**config.mk**
```make
export PLATFORM = sky130hd
export DESIGN_NAME = cache_miss_controller
export DESIGN_NICKNAME = d
export VERILOG_FILES = /design/src/rtl/cache_miss_controller_pkg.sv /design/src/rtl/cache_victim_sel.sv /design/src/rtl/cache_miss_controller.sv
export SDC_FILE = /design/constraint.sdc
export NUM_CORES = 1
export LEC_CHECK = 0
export BUFFER_PORTS_ARGS = -buffer_cell sky130_fd_sc_hd__buf_2
export CAP_MARGIN = 20
export CELL_PAD_IN_SITES_DETAIL_PLACEMENT = 2
export CELL_PAD_IN_SITES_GLOBAL_PLACEMENT = 2
export CORE_ASPECT_RATIO = 1.25
export CORE_MARGIN = 8
export CORE_UTILIZATION = 35
export CTS_CLUSTER_DIAMETER = 60
export DETAILED_ROUTE_END_ITERATION = 16
export HOLD_SLACK_MARGIN = 0.08
export MAX_ROUTING_LAYER = met4
export PLACE_DENSITY_LB_ADDON = 0.1
export SKIP_CTS_REPAIR_TIMING = 1
export SLEW_MARGIN = 20
export SYNTH_ARGS = -nofsm -noshare
export SYNTH_HDL_FRONTEND = slang
export SYNTH_SLANG_ARGS = --single-unit
```
**constraint.sdc**
```tcl
create_clock -name clock -period 2.9 [get_ports clock]
set_clock_uncertainty 0.1 [all_clocks]
set_input_delay 0.29 -clock clock [delete_from_list [all_inputs] [get_ports clock]]
set_output_delay 0.29 -clock clock [all_outputs]
set_load 0.01 [all_outputs]
```
**src/rtl/cache_miss_controller_pkg.sv**
```systemverilog
// Shared types and helpers for the cache miss controller: FSM state encoding,
// way count and a lowest-set-bit priority helper.
package cache_miss_controller_pkg;

    localparam int unsigned NumWays = 4;

    localparam logic [NumWays-1:0] Way0 = 4'b0001;

    typedef enum logic [2:0] {
        StIdle,
        StLookup,
        StWriteback,
        StFill,
        StInstall,
        StMerge,
        StResp
    } state_e;

    // Isolates the lowest set bit; zero in gives zero out.
    function automatic logic [NumWays-1:0] lowest_one(input logic [NumWays-1:0] v);
        return v & (~v + NumWays'(1));
    endfunction

endpackage

```
**src/rtl/cache_victim_sel.sv**
```systemverilog
// Combinational way selection: lowest matching valid way on a hit, otherwise the
// lowest invalid way, else the LRU tracker's victim (lowest bit, way0 if empty).
module cache_victim_sel
    import cache_miss_controller_pkg::*;
(
    input  logic [NumWays-1:0] valid_i,
    input  logic [NumWays-1:0] tag_match_i,
    input  logic [NumWays-1:0] end_lru_i,
    output logic [NumWays-1:0] hit_way_o,
    output logic [NumWays-1:0] miss_way_o,
    output logic               any_hit_o
);

    logic [NumWays-1:0] match;

    always_comb begin
        match      = tag_match_i & valid_i;
        any_hit_o  = |match;
        hit_way_o  = lowest_one(match);
        miss_way_o = Way0;
        if (!(&valid_i)) begin
            miss_way_o = lowest_one(~valid_i);
        end else if (|end_lru_i) begin
            miss_way_o = lowest_one(end_lru_i);
        end
    end

endmodule

```
**src/rtl/cache_miss_controller.sv**
```systemverilog
// Sequencing FSM for a 4-way fully associative cache: hit/miss classification,
// writeback/fill handshakes, per-way valid/dirty bits and saturating counters.
module cache_miss_controller
    import cache_miss_controller_pkg::*;
#(
    parameter int unsigned CNT_W = 16,
    parameter int unsigned WAYS  = 4
) (
    input  logic             clock,
    input  logic             reset,
    input  logic             reqValid,
    input  logic             reqWrite,
    input  logic [WAYS-1:0]  tagMatch,
    input  logic [WAYS-1:0]  endLRU,
    input  logic             memReady,
    output logic             reqReady,
    output logic             done,
    output logic             hit,
    output logic [WAYS-1:0]  wrenCache,
    output logic             fillSel,
    output logic             memRead,
    output logic             memWrite,
    output logic [WAYS-1:0]  memWay,
    output logic [WAYS-1:0]  validOut,
    output logic [WAYS-1:0]  dirtyOut,
    output logic [CNT_W-1:0] hitCount,
    output logic [CNT_W-1:0] missCount
);

    if (WAYS != NumWays) begin : g_ways_check
        $error("cache_miss_controller supports WAYS = 4 only");
    end

    state_e             state_q, state_d;
    logic [WAYS-1:0]    way_q, way_d;
    logic [WAYS-1:0]    valid_q, valid_d;
    logic [WAYS-1:0]    dirty_q, dirty_d;
    logic               req_wr_q, req_wr_d;
    logic               hit_q, hit_d;
    logic [CNT_W-1:0]   hit_cnt_q, hit_cnt_d;
    logic [CNT_W-1:0]   miss_cnt_q, miss_cnt_d;

    logic [WAYS-1:0]    hit_way;
    logic [WAYS-1:0]    miss_way;
    logic               any_hit;

    cache_victim_sel u_victim_sel (
        .valid_i     (valid_q),
        .tag_match_i (tagMatch),
        .end_lru_i   (endLRU),
        .hit_way_o   (hit_way),
        .miss_way_o  (miss_way),
        .any_hit_o   (any_hit)
    );

    always_comb begin
        state_d    = state_q;
        way_d      = way_q;
        valid_d    = valid_q;
        dirty_d    = dirty_q;
        req_wr_d   = req_wr_q;
        hit_d      = hit_q;
        hit_cnt_d  = hit_cnt_q;
        miss_cnt_d = miss_cnt_q;
        unique case (state_q)
            StIdle: begin
                if (reqValid) begin
                    req_wr_d = reqWrite;
                    state_d  = StLookup;
                end
            end
            StLookup: begin
                hit_d = any_hit;
                if (any_hit) begin
                    way_d = hit_way;
                    if (hit_cnt_q != '1) hit_cnt_d = hit_cnt_q + CNT_W'(1);
                    state_d = req_wr_q ? StMerge : StResp;
                end else begin
                    way_d = miss_way;
                    if (miss_cnt_q != '1) miss_cnt_d = miss_cnt_q + CNT_W'(1);
                    state_d = (|(miss_way & valid_q & dirty_q)) ? StWriteback : StFill;
                end
            end
            StWriteback: begin
                if (memReady) begin
                    dirty_d = dirty_q & ~way_q;
                    state_d = StFill;
                end
            end
            StFill: begin
                if (memReady) state_d = StInstall;
            end
            StInstall: begin
                valid_d = valid_q | way_q;
                dirty_d = dirty_q & ~way_q;
                state_d = req_wr_q ? StMerge : StResp;
            end
            StMerge: begin
                dirty_d = dirty_q | way_q;
                state_d = StResp;
            end
            StResp: begin
                state_d = StIdle;
            end
            default: begin
                state_d = StIdle;
            end
        endcase
    end

    // Moore outputs: a reset drops any memory request in the same cycle.
    always_comb begin
        reqReady  = (state_q == StIdle);
        done      = (state_q == StResp);
        hit       = (state_q == StResp) && hit_q;
        memWrite  = (state_q == StWriteback);
        memRead   = (state_q == StFill);
        memWay    = (memWrite || memRead) ? way_q : '0;
        fillSel   = (state_q == StInstall);
        wrenCache = ((state_q == StInstall) || (state_q == StMerge)) ? way_q : '0;
        validOut  = valid_q;
        dirtyOut  = dirty_q;
        hitCount  = hit_cnt_q;
        missCount = miss_cnt_q;
    end

    always_ff @(posedge clock or posedge reset) begin
        if (reset) begin
            state_q    <= StIdle;
            way_q      <= '0;
            valid_q    <= '0;
            dirty_q    <= '0;
            req_wr_q   <= 1'b0;
            hit_q      <= 1'b0;
            hit_cnt_q  <= '0;
            miss_cnt_q <= '0;
        end else begin
            state_q    <= state_d;
            way_q      <= way_d;
            valid_q    <= valid_d;
            dirty_q    <= dirty_d;
            req_wr_q   <= req_wr_d;
            hit_q      <= hit_d;
            hit_cnt_q  <= hit_cnt_d;
            miss_cnt_q <= miss_cnt_d;
        end
    end

endmodule

```
Word-level counts from Yosys, hierarchy flattened:

Index checks and enable logic that the tools add are counted.

* register bits after elaboration: 49
* output and inout port bits: 54
* logic and storage cells: 67

* add/subtract/negate cells: 5
* eq/ne operators: 11
* multiplexer cells: 14
* bitwise operators: 15
* reductions and logical operators: 14

Operator list (number)
* $add 16x1->16 const B: 2
* $ne 16x16->1 const B: 2
* $and 4x4->4: 7
* $mux 4: 6
* $not 4->4: 5
* $pmux 3 s6: 1
* $add 4x1->4 const B: 3
* $mux 3: 4
* $pmux 4 s3: 1
* $reduce_or 4->1: 3
* $eq 3x3->1 const B: 3
* $reduce_and 3->1: 3
* $or 4x4->4: 2
* $eq 3x2->1 const B: 2
* $ne 2x2->1 const B: 3
* $reduce_and 2->1: 2
* $reduce_and 4->1: 1
* $eq 3x1->1 const B: 1
* $logic_not 3->1: 1
* $reduce_bool 3->1: 1
* $logic_or 1x1->1: 2
* $mux 2: 1
* $logic_and 1x1->1: 1
* $mux 1: 1
* $not 1->1: 1

Depth between registers and ports, before layout:

* word-level depth: 11
* gate-level depth with buffers: 7
* depth with buffers taken out: 6

Cells and area by module:

A second synthesis with hierarchy kept.

* cell total of the unflattened synthesis: 279
* area, all modules: 2755.1 um^2

By module, submodules not included
* cache_miss_controller: times used 1, cells each 259, area an instance 2625.0 um^2, seq. area each 1226.2 um^2
* cache_victim_sel: times used 1, cells each 20, area an instance 130.1 um^2, seq. area each 0.0 um^2

Worst setup path after synthesis:

Ideal clock, no wire load.

* path type: reg-to-reg
* start: register valid_q[1] (netlist: validOut[1])
* end: register miss_cnt_q[11] (netlist: missCount[11])
* arrival: 1.820 ns
* data required time: 2.673 ns
* path slack: 0.853 ns
* stages on the path, launching flop included: 8
* period minus slack after synthesis: 2.047 ns
* cells stage by stage: dfrtp_1 buf_6 a222oi_1 buf_4 nand3_4 nor4b_2 nand4_1 xnor2_1

* word-level cells in the longest chain between the ends: 4

RTL lines
* start: declaration: line cache_miss_controller.sv:36 `logic [WAYS-1:0] valid_q, valid_d;`
* start signal: assignment: line cache_miss_controller.sv:140 `valid_q <= valid_d;`
* $and 4x4->4: line cache_victim_sel.sv:17 `match = tag_match_i & valid_i;`
* $reduce_or 4->1: line cache_victim_sel.sv:18 `any_hit_o = |match;`
* $not 1->1 (no source line)
* $reduce_and 3->1 (no source line)
* end signal: assignment: line cache_miss_controller.sv:145 `miss_cnt_q <= miss_cnt_d;`
* end: declaration: line cache_miss_controller.sv:41 `logic [CNT_W-1:0] miss_cnt_q, miss_cnt_d;`

Every way passes these cells.
A chain may end at the register's enable or synchronous reset.

Worst setup path in the final report:

* start: register state_q[2]
* end: output port fillSel

* word-level cells in the longest chain between the ends: 1

RTL lines
* start: declaration: line cache_miss_controller.sv:34 `state_e state_q, state_d;`
* start signal: assignment: line cache_miss_controller.sv:129 `state_q <= StIdle;`
* start signal: assignment: line cache_miss_controller.sv:138 `state_q <= state_d;`
* $eq 3x3->1: line cache_miss_controller.sv:119 `fillSel = (state_q == StInstall);`
* end: declaration: line cache_miss_controller.sv:20 `output logic fillSel,`

Every way passes these cells.

==> metrics.md <==
| Metric | Value |
|---|---|
| Outcome | `complete, no violations` |
| Worst-Skew Late Latency | `300 ps` |
| Area Growth Syn to Fin | `22.4%` |
| Reg area | `1230 um^2` |
| Slew headroom | `64.8%` |
| # clock sinks | `49` |
| Vias after detailed routing | `2,259` |
| Sw power | `0.00105 W` |
| Mapped Nets | `277` |
| Post-synthesis sequential area ratio | `47.0%` |
| H-tree levels | `2` |
| Gpl congestion | `0.754` |
| Die footprint | `10,500 um^2` |
| Commonest cells after routing, fill and taps aside | `66 x buf_2, 49 x dfrtp_1, 29 x nand2_1, 19 x xnor2_1, 18 x a21oi_1` |
| Final Cycle Share | `79.0%` |
| Critical Path RT | `2510 ps` |
| Flop pwr share | `40.2%` |
| Routed wire length | `7950 um` |
| Hold_sp | `reqWrite` |
| Initial antenna violation count | `0` |
| Clock Power Share | `22.0%` |
| RR Startpoint | `validOut[1]` |
| HP Class | `in2reg` |
| Placement Setup Slack | `696 ps` |
| Synth cell types | `50` |
| CP startpoint kind | `flop` |
| Mapped cell area | `2610 um^2` |
| Multi-input logic area | `1300 um^2` |
| Crit Path Max Fanout | `15` |
| Peak Freq | `0.436 GHz` |
| Number of fill cells | `830` |
| Vias per Instance | `5.30` |
| Number of global-route vias before repair | `2,589` |
| Share of cells above drive strength 1 | `28.4%` |
| Clk buf depth | `2` |
| Arrival @ worst endpoint | `1900 ps` |
| Post-DP HPWL | `6070 um` |
| TritonRoute pass-1 iters | `5` |
| Commonest non-fill, non-tap cell in the layout | `buf_2` |
| Largest net degree at the start of global routing | `21` |
| Peak supply drop | `448 uV` |
| Yosys reg bits | `49` |
| # diodes | `0` |
| Crit-path leading delay family | `simple AND/OR/NAND/NOR gates` |
| Drt initial violations | `53` |
| Nets | `348` |
| Die Y | `113 um` |
| IO Pins | `67` |
| Post-synth top flop | `dfrtp_1` |
| First-pass GRT wire length | `13,300 um` |
| Max_cap viols | `0` |
| Total CTS buffers | `5` |
| Area of the core | `7310 um^2` |
| Die X | `93.3 um` |
| Setup CP Type | `reg2out` |
| Effective utilization at floorplan | `35.7%` |
| Crit-path slowest cell | `and2_1` |
| Post-synth EDFFs | `0` |
| Net Sw Frac | `39.5%` |
| Synthesized instance count | `262` |
| RSZ-0062 raised after global routing | `false` |
| Row cnt | `35` |
| Port Buffers | `66` |
| Clk root buf | `clkbuf_8` |
| Final TNS setup | `0 ps` |
| Finish-stage setup viols | `0` |
| Fin. max-slew vios | `0` |
| Internal | `0.00161 W` |
| Reg clk slew, reported paths | `90 ps` |
| Post-synth ARST share | `100%` |
| Worst setup EP type | `primary output` |
| GRT Resource Usage Total | `16.1%` |
| Leakage | `1.53 nW` |
| WL per Instance | `18.7 um` |
| Critical Path Start | `state_q[2]` |
| WP buf/inv | `2` |
| CP cell instances | `buf_4 > nor2b_1 > and2_1 > buf_2` |
| Final WS setup | `609 ps` |
| Comb power frac | `37.9%` |
| CTS tree | `done` |
| Yosys warns | `0` |
| Final hold vios | `0` |
| Final min period | `2290 ps` |
| Overflow after GRT | `0` |
| Syn Area/Cell | `9.97 um^2` |
| Worst-Margin Slew | `524 ps` |
| Final ANT Viol Nets | `0` |
| Slowest stage delay, CP | `440 ps` |
| DRC violations left | `0` |
| Pwr/cell area | `831 nW/um^2` |
-- logic make-up after synthesis --
group / synth area share (%)
buffers and inverters: 3.31
adder cells (fa/ha/maj): 0.958
AO/OA/AOI/OAI: 14.9
flip-flops: 47.0
XOR/XNOR: 9.06
AND/OR/NAND/NOR: 22.8
multiplexers: 2.11
-- per-layer routing --
layer  vias up  GRT usage, %  share of wire [%]
met5         -             -                  0
met4         0          4.63                1.3
met3         7          2.40                3.2
met2        45          28.6                 53
met1      1131          18.0                 43
li1       1076             -                  -
-- sequential cells by signal, indices dropped and copies added (netlist names), named ones only --
signal	cells
missCount	16
req_wr_q	1
state_q	3
validOut	4
hitCount	16
way_q	4
hit_q	1
-- worst paths after layout --
kind,end,slack [ps],depth (start not counted)
max,fillSel,610,4
min,req_wr_q,120,2
max reg2reg,missCount[11],690,6
min reg2reg,hitCount[9],410,1
max in group asynchronous,missCount[11],1680,4
min in group asynchronous,missCount[6],420,3
-- power by group through the flow --
stage / clock [W] / combinational (W) / sequential, W
after floorplan: 0 / 0.000644 / 0.00104
after global placement: 0 / 0.000989 / 0.00107
after detailed placement: 0 / 0.00102 / 0.00108
after CTS: 0.000605 / 0.00103 / 0.00107
after global routing: 0.000627 / 0.00113 / 0.00110
final: 0.000583 / 0.00101 / 0.00107
-- stage by stage --
step | cell area (um^2) | hold WS, ps | util, % | power, W | cells
5_1_grt | 3200 | 119 | 43.7 | 0.00285 | 426
3_5_place_dp | 3050 | 217 | 41.7 | 0.00210 | 417
3_3_place_gp | 3050 | 216 | 41.7 | 0.00206 | 417
4_1_cts | 3190 | -125 | 43.6 | 0.00270 | 425
2_1_floorplan | 2610 | 338 | - | 0.00169 | 262
6_report | 3200 | 118 | 43.7 | 0.00266 | 426
-- worst reg2reg max path, cell delays in order, from the launching register on --
cell,delay [ps]
dfrtp_1,490
a222oi_1,380
buf_4,250
nand3_4,110
nor4b_2,430
nand4_1,170
xnor2_1,150
-- cells in the mapped netlist (2+ instances only) --
master	count	area share, %
a21o_1	3	0.86
a21o_2	2	0.67
a21oi_1	18	3.5
a221oi_1	3	1.0
a222oi_1	2	0.77
and2_1	13	3.1
and3_1	7	1.7
and4_1	2	0.67
buf_2	2	0.38
buf_4	2	0.57
clkbuf_1	4	0.57
dfrtp_1	49	47
ha_1	2	0.96
inv_1	8	1.2
mux2_2	4	1.7
nand2_1	29	4.2
nand3_1	13	2.5
nand4_1	11	2.6
nor2_1	12	1.7
nor2b_1	3	0.72
nor3_1	8	1.5
nor3b_1	2	0.57
o21ai_0	11	2.1
xnor2_1	19	6.4
xor2_1	8	2.7
-- final cells by class --
class,count,area share (%)
tap,92,3.60
sequential,49,38.4
clock buffer,5,2.15
timing repair buffer,74,12.3
clock inverter,3,2.04
multi-input combinational,195,40.6
inverter,8,0.939
Note: power is estimated with default switching activity, not from simulation.
